`config.mk`:
```
export PLATFORM = sky130hd
export DESIGN_NAME = idma_obi_write
export DESIGN_NICKNAME = d
export VERILOG_FILES = /design/src/rtl/idma_obi_write.sv
export SDC_FILE = /design/constraint.sdc
export NUM_CORES = 1
export LEC_CHECK = 0
export BUFFER_PORTS_ARGS = -buffer_cell sky130_fd_sc_hd__buf_2
export CORE_MARGIN = 2
export CORE_UTILIZATION = 50
export DETAILED_ROUTE_END_ITERATION = 10
export GPL_ROUTABILITY_DRIVEN = 0
export PLACE_DENSITY = 0.87
export SETUP_SLACK_MARGIN = 0.4
export SYNTH_ARGS = -nofsm -noshare
export SYNTH_HDL_FRONTEND = slang
export SYNTH_SLANG_ARGS = --single-unit
```
`constraint.sdc`:
```
create_clock -name clk_i -period 3.9 [get_ports clk_i]
set_input_delay 0.195 -clock clk_i [delete_from_list [all_inputs] [get_ports clk_i]]
set_output_delay 0.195 -clock clk_i [all_outputs]
set_load 0.05 [all_outputs]
```
`src/rtl/idma_obi_write.sv`:
```
// OBI write back-end for the iDMA: turns aligned buffer bytes into masked OBI write beats.
// Define IDMA_OBI_WRITE_MASK_DATA_EN to drive 0 on every write-data byte that is not enabled.
module idma_obi_write #(
    parameter int unsigned DataWidth      = 32,
    parameter int unsigned AddrWidth      = 32,
    parameter int unsigned MaxOutstanding = 2,
    localparam int unsigned StrbWidth     = DataWidth / 8,
    localparam int unsigned OffW          = $clog2(StrbWidth)
) (
    input  logic                 clk_i,
    input  logic                 rst_ni,
    input  logic [AddrWidth-1:0] aw_addr_i,
    input  logic                 aw_valid_i,
    output logic                 aw_ready_o,
    input  logic [7:0]           w_dp_num_beats_i,
    input  logic [OffW-1:0]      w_dp_offset_i,
    input  logic [OffW-1:0]      w_dp_tailer_i,
    input  logic                 w_dp_valid_i,
    output logic                 w_dp_ready_o,
    output logic                 w_dp_err_o,
    output logic                 w_dp_valid_o,
    input  logic                 w_dp_ready_i,
    input  logic [DataWidth-1:0] buffer_out_i,
    input  logic [StrbWidth-1:0] buffer_out_valid_i,
    output logic [StrbWidth-1:0] buffer_out_ready_o,
    input  logic                 dp_poison_i,
    output logic                 obi_req_o,
    output logic                 obi_we_o,
    output logic [AddrWidth-1:0] obi_addr_o,
    output logic [StrbWidth-1:0] obi_be_o,
    output logic [DataWidth-1:0] obi_wdata_o,
    input  logic                 obi_gnt_i,
    input  logic                 obi_rvalid_i,
    input  logic                 obi_err_i,
    output logic                 busy_o
);

    localparam int unsigned OutW = $clog2(MaxOutstanding + 1);

    typedef enum logic [1:0] {StIdle, StSend, StDrain, StResp} state_e;

    state_e                 state_q, state_d;
    logic [AddrWidth-1:0]   addr_q, addr_d;
    logic [7:0]             beats_q, beats_d;
    logic                   first_q, first_d;
    logic [OffW-1:0]        offset_q, offset_d;
    logic [OffW-1:0]        tailer_q, tailer_d;
    logic                   err_q, err_d;
    logic [OutW-1:0]        outst_q, outst_d;

    logic                   last_beat;
    logic [StrbWidth-1:0]   mask;
    logic                   inc, dec;

    assign last_beat = (beats_q == 8'd0);

    always_comb begin
        mask = '1;
        for (int unsigned i = 0; i < StrbWidth; i++) begin
            if (first_q && (i < 32'(offset_q))) begin
                mask[i] = 1'b0;
            end
            if (last_beat && (tailer_q != '0) && (i >= 32'(tailer_q))) begin
                mask[i] = 1'b0;
            end
        end
    end

    // Request only once every byte this beat needs is present and a response slot is free.
    assign obi_req_o = (state_q == StSend) && ((buffer_out_valid_i & mask) == mask) &&
                       (32'(outst_q) < MaxOutstanding);
    assign obi_we_o   = obi_req_o;
    assign obi_addr_o = addr_q;
    assign obi_be_o   = (state_q == StSend && !dp_poison_i) ? mask : '0;

`ifdef IDMA_OBI_WRITE_MASK_DATA_EN
    always_comb begin
        obi_wdata_o = '0;
        for (int unsigned i = 0; i < StrbWidth; i++) begin
            obi_wdata_o[8*i +: 8] = obi_be_o[i] ? buffer_out_i[8*i +: 8] : 8'h00;
        end
    end
`else
    assign obi_wdata_o = (state_q == StSend) ? buffer_out_i : '0;
`endif

    // Stray responses with nothing outstanding are dropped.
    assign inc = obi_req_o & obi_gnt_i;
    assign dec = obi_rvalid_i & (outst_q != '0);

    always_comb begin
        outst_d = outst_q;
        if (inc && !dec) begin
            outst_d = outst_q + OutW'(1);
        end else if (!inc && dec) begin
            outst_d = outst_q - OutW'(1);
        end
    end

    always_comb begin
        state_d            = state_q;
        addr_d             = addr_q;
        beats_d            = beats_q;
        first_d            = first_q;
        offset_d           = offset_q;
        tailer_d           = tailer_q;
        err_d              = err_q | (obi_rvalid_i & obi_err_i);
        aw_ready_o         = 1'b0;
        w_dp_ready_o       = 1'b0;
        w_dp_valid_o       = 1'b0;
        w_dp_err_o         = 1'b0;
        buffer_out_ready_o = '0;
        busy_o             = (state_q != StIdle);

        unique case (state_q)
            StIdle: begin
                if (rst_ni && aw_valid_i && w_dp_valid_i) begin
                    aw_ready_o   = 1'b1;
                    w_dp_ready_o = 1'b1;
                    addr_d       = aw_addr_i & ~AddrWidth'(StrbWidth - 1);
                    beats_d      = w_dp_num_beats_i;
                    first_d      = 1'b1;
                    offset_d     = w_dp_offset_i;
                    tailer_d     = w_dp_tailer_i;
                    err_d        = 1'b0;
                    state_d      = StSend;
                end
            end
            StSend: begin
                if (inc) begin
                    buffer_out_ready_o = mask;
                    addr_d             = addr_q + AddrWidth'(StrbWidth);
                    first_d            = 1'b0;
                    beats_d            = beats_q - 8'd1;
                    if (last_beat) begin
                        state_d = StDrain;
                    end
                end
            end
            StDrain: begin
                // No requests here, so only a response can move the counter.
                if ((outst_q == '0) || ((outst_q == OutW'(1)) && obi_rvalid_i)) begin
                    state_d = StResp;
                end
            end
            StResp: begin
                w_dp_valid_o = 1'b1;
                w_dp_err_o   = err_q;
                if (w_dp_ready_i) begin
                    state_d = StIdle;
                end
            end
            default: state_d = StIdle;
        endcase
    end

    always_ff @(posedge clk_i or negedge rst_ni) begin
        if (!rst_ni) begin
            state_q  <= StIdle;
            addr_q   <= '0;
            beats_q  <= '0;
            first_q  <= 1'b0;
            offset_q <= '0;
            tailer_q <= '0;
            err_q    <= 1'b0;
            outst_q  <= '0;
        end else begin
            state_q  <= state_d;
            addr_q   <= addr_d;
            beats_q  <= beats_d;
            first_q  <= first_d;
            offset_q <= offset_d;
            tailer_q <= tailer_d;
            err_q    <= err_d;
            outst_q  <= outst_d;
        end
    end

endmodule

```
==> results.tsv <==
stage	metric	value	unit
route	Final ANT Viol Nets	0	
yosys	number of synthesized register bits	48	
sta	worst slew pin tran	1.024	ns
yosys	Top FF cell, synth	dfrtp_1	
route	initial DRC count	247	
power_and_ir_drop	pwr dens	872.9	nW/um^2
critical_path	R2R depth	9	
sta	Pins Over Slew Limit	0	
clock_tree	Setup Fix Bufs, Post-CTS	0	
clock_tree	clock buffer depth	2	
sta	final setup skew	0.01010	ns
place	dpl hpwl	7724	um
route	wire length on met1	4534	um
sta	unrepaired setup endpoints after global routing	false	
clock_tree	cts hold-fix bufs	0	
route	Avg Vias per Cell	5.815	
die	Die ar.	7469	um^2
sta	Tcrit/Tclk final	81.67	%
yosys	Synth area leader	dfrtp_1	
job	MaxCap Viol Count	0	
route	met3 routed WL	704	um
finish	Util after Layout	64.93	%
yosys	Synth area leaders	dfrtp_1 (35%), a21oi_1 (8.0%), and2_1 (6.6%), nand2_1 (6.6%), nand3_1 (4.0%)	
yosys	Synth Area per Inst	7.900	um^2
yosys	top post-synthesis cells by count	nand2_1 (60), a21oi_1 (54), dfrtp_1 (48)	
critical_path	element type at the critical path start	flop	
power_and_ir_drop	Psw	2197	uW
clock_tree	CTS root buf	clkbuf_8	
yosys	synthesized cell area	3397	um^2
clock_tree	Sink Count	48	
power_and_ir_drop	Gate power share	64.5	%
finish	n_diodes	0	
yosys	yosys warns	0	
clock_tree	clock latency on the worst-skew pair	0.32	ns
sta	setup TNS	0	ns
sta	Final min period	3.185	ns
critical_path	worst path required time	3.70	ns
critical_path	Crit Reg-Reg Endpoint	obi_addr_o[15]	
die	core area	6681	um^2
critical_path	CP Capture Point	buffer_out_ready_o[2]	
critical_path	CP Class	reg2out	
power_and_ir_drop	Pwr Total	3786	uW
die	Initial Utilization	50.84	%
yosys	sequential area share after synthesis	35.36	%
clock_tree	Num CTS Buffers	5	
finish	synth-to-layout area growth	27.70	%
global_routing	total global routing overflow	0	
critical_path	CP arrival	2.99	ns
sta	relative slew slack	31.10	%
route	router iterations before antenna repair	5	
clock_tree	# resized after CTS	0	
route	met2 WL	4938	um
hold_path	Hold Path Class	in2async	
sta	Hold Slack	0.02490	ns
power_and_ir_drop	leakage power	0.002194	uW
critical_path	CP Launch Point	beats_q[0]	
yosys	ys async rst share	100.0	%
sta	Hold Vio Cnt, Final	0	
route	routed vias	3838	
power_and_ir_drop	worst vdd ir	0.5089	mV
finish	share of layout cells above drive strength 1	32.59	%
place	placed cells	652	
route	WL per Instance	15.76	um
die	# rows	30	
global_routing	first-pass GRT wire length	16420	um
clock_tree	H-tree Lvls	2	
route	DRC viols	0	
yosys	Synth top area share	35.36	%
yosys	count leader, synth	nand2_1	
finish	Final Non-Filler Cells	660	
yosys	cell count after synthesis	430	
sta	Fmax	314.0	MHz
yosys	post-synth cell types	55	
global_routing	GRT Overall Usage	27.35	%
power_and_ir_drop	Reg power frac	25.3	%
die	I/O Pins	168	
power_and_ir_drop	power share of the clock group	10.2	%
power_and_ir_drop	sw frac	58.03	%
route	final wirelength	10400	um
die	Die Ht	86.43	um
status	status	completed	
place	Buffers on Ports	163	
power_and_ir_drop	Int Pwr	1589	uW
critical_path	Worst Setup End Kind	output pin	
critical_path	CP Max Fanout	11	
finish	final net count	677	
clock_tree	clock slew at reported path FFs	0.10	ns
global_routing	pin count of the biggest net entering global routing	71	
sta	Final setup viols	0	
global_routing	number of global-route vias before repair	3410	
critical_path	Worst R2R Start	beats_q[0]	
route	DR top layer	met4	
critical_path	R2R Setup Slk	0.75	ns
yosys	Post-synth EDFFs	0	
clock_tree	CTS tree	built	
die	DIE WIDTH	86.43	um
global_routing	initial antenna violation count	0	
[worst min-delay path by stage]
stage               slack, ns            end  cells after the start
CTS                      0.05  obi_addr_o[5]                      2
global placement         0.39    offset_q[0]                      2
detailed placement       0.39    tailer_q[1]                      2
floorplan               -0.10     beats_q[0]                      0
global route             0.07  obi_addr_o[2]                      2
finish                   0.02    offset_q[1]                      2
[critical path: stages (launching register included)]
cell     delay, ns
dfrtp_1       0.41
inv_1         0.10
ha_1          0.20
nor3b_1       0.56
a311o_1       0.32
nand4_4       0.12
inv_1         0.15
nand2_1       0.28
nor2_1        0.23
buf_2         0.29
[cell usage in the layout, fill, tap and decap left out, types with 3 or more instances in the layout]
master	instances
a211oi_1	4
a21oi_1	54
and2_1	36
and3_1	8
and4_1	5
buf_2	163
clkbuf_8	5
dfrtp_1	48
ha_1	8
inv_1	16
nand2_1	60
nand2b_1	5
nand3_1	27
nand4_1	5
nor2_1	30
nor3_1	7
nor4_1	4
o21ai_0	27
o22ai_1	12
o2bb2ai_1	3
o311ai_0	3
o32ai_1	3
or3_1	3
[sequential cells by signal, indices dropped and copies added, names as in the netlist]
signal	count
state_q	2
beats_q	8
tailer_q	2
outst_q	2
err_q	1
obi_addr_o	30
offset_q	2
first_q	1
[power by group through the flow]
stage               Combinational (uW)  Sequential, uW  Clock, uW
floorplan                         1530            1300          0
global placement                  2350             938          0
detailed placement                2430             954          0
CTS                               2440             947        384
global route                      2640             989        407
finish                            2440             958        385
[cells by family (layout without fill, tap and decap cells)]
group,Yosys count,count (layout),share of synthesized area (%)
other cells,1,2,0.1104
xor+xnor,4,4,1.031
mux,5,5,1.805
simple gates,198,198,29.95
buf+inv,41,190,5.672
fa+ha+maj,9,9,3.315
flops,48,48,35.36
compound gates,124,124,22.76
[routing by layer]
| metal | vias up | GRT usage (%) |
|---|---|---|
| li1 | 1825 | - |
| met1 | 1829 | 38.99 |
| met2 | 163 | 42.94 |
| met3 | 21 | 4.000 |
| met4 | 0 | 8.807 |
| met5 | - | 0 |
[area by class of cell]
type	count	area, um^2
fill	563	2344
multi-input combinational	342	2009
sequential	48	1201
timing repair buffer	166	850.8
tap	80	100.1
clock buffer	5	68.82
inverter	16	60.06
clock inverter	3	47.55
[stage by stage]
| step | cell area [um^2] | setup slack [ns] |
|---|---|---|
| finish | 4338 | 0.7150 |
| detailed placement | 4222 | 0.8040 |
| global route | 4338 | 0.4424 |
| floorplan | 3401 | 0.7516 |
| global placement | 4222 | 0.8929 |
| CTS | 4338 | 0.7630 |
Power figures use the tool's default switching activity.
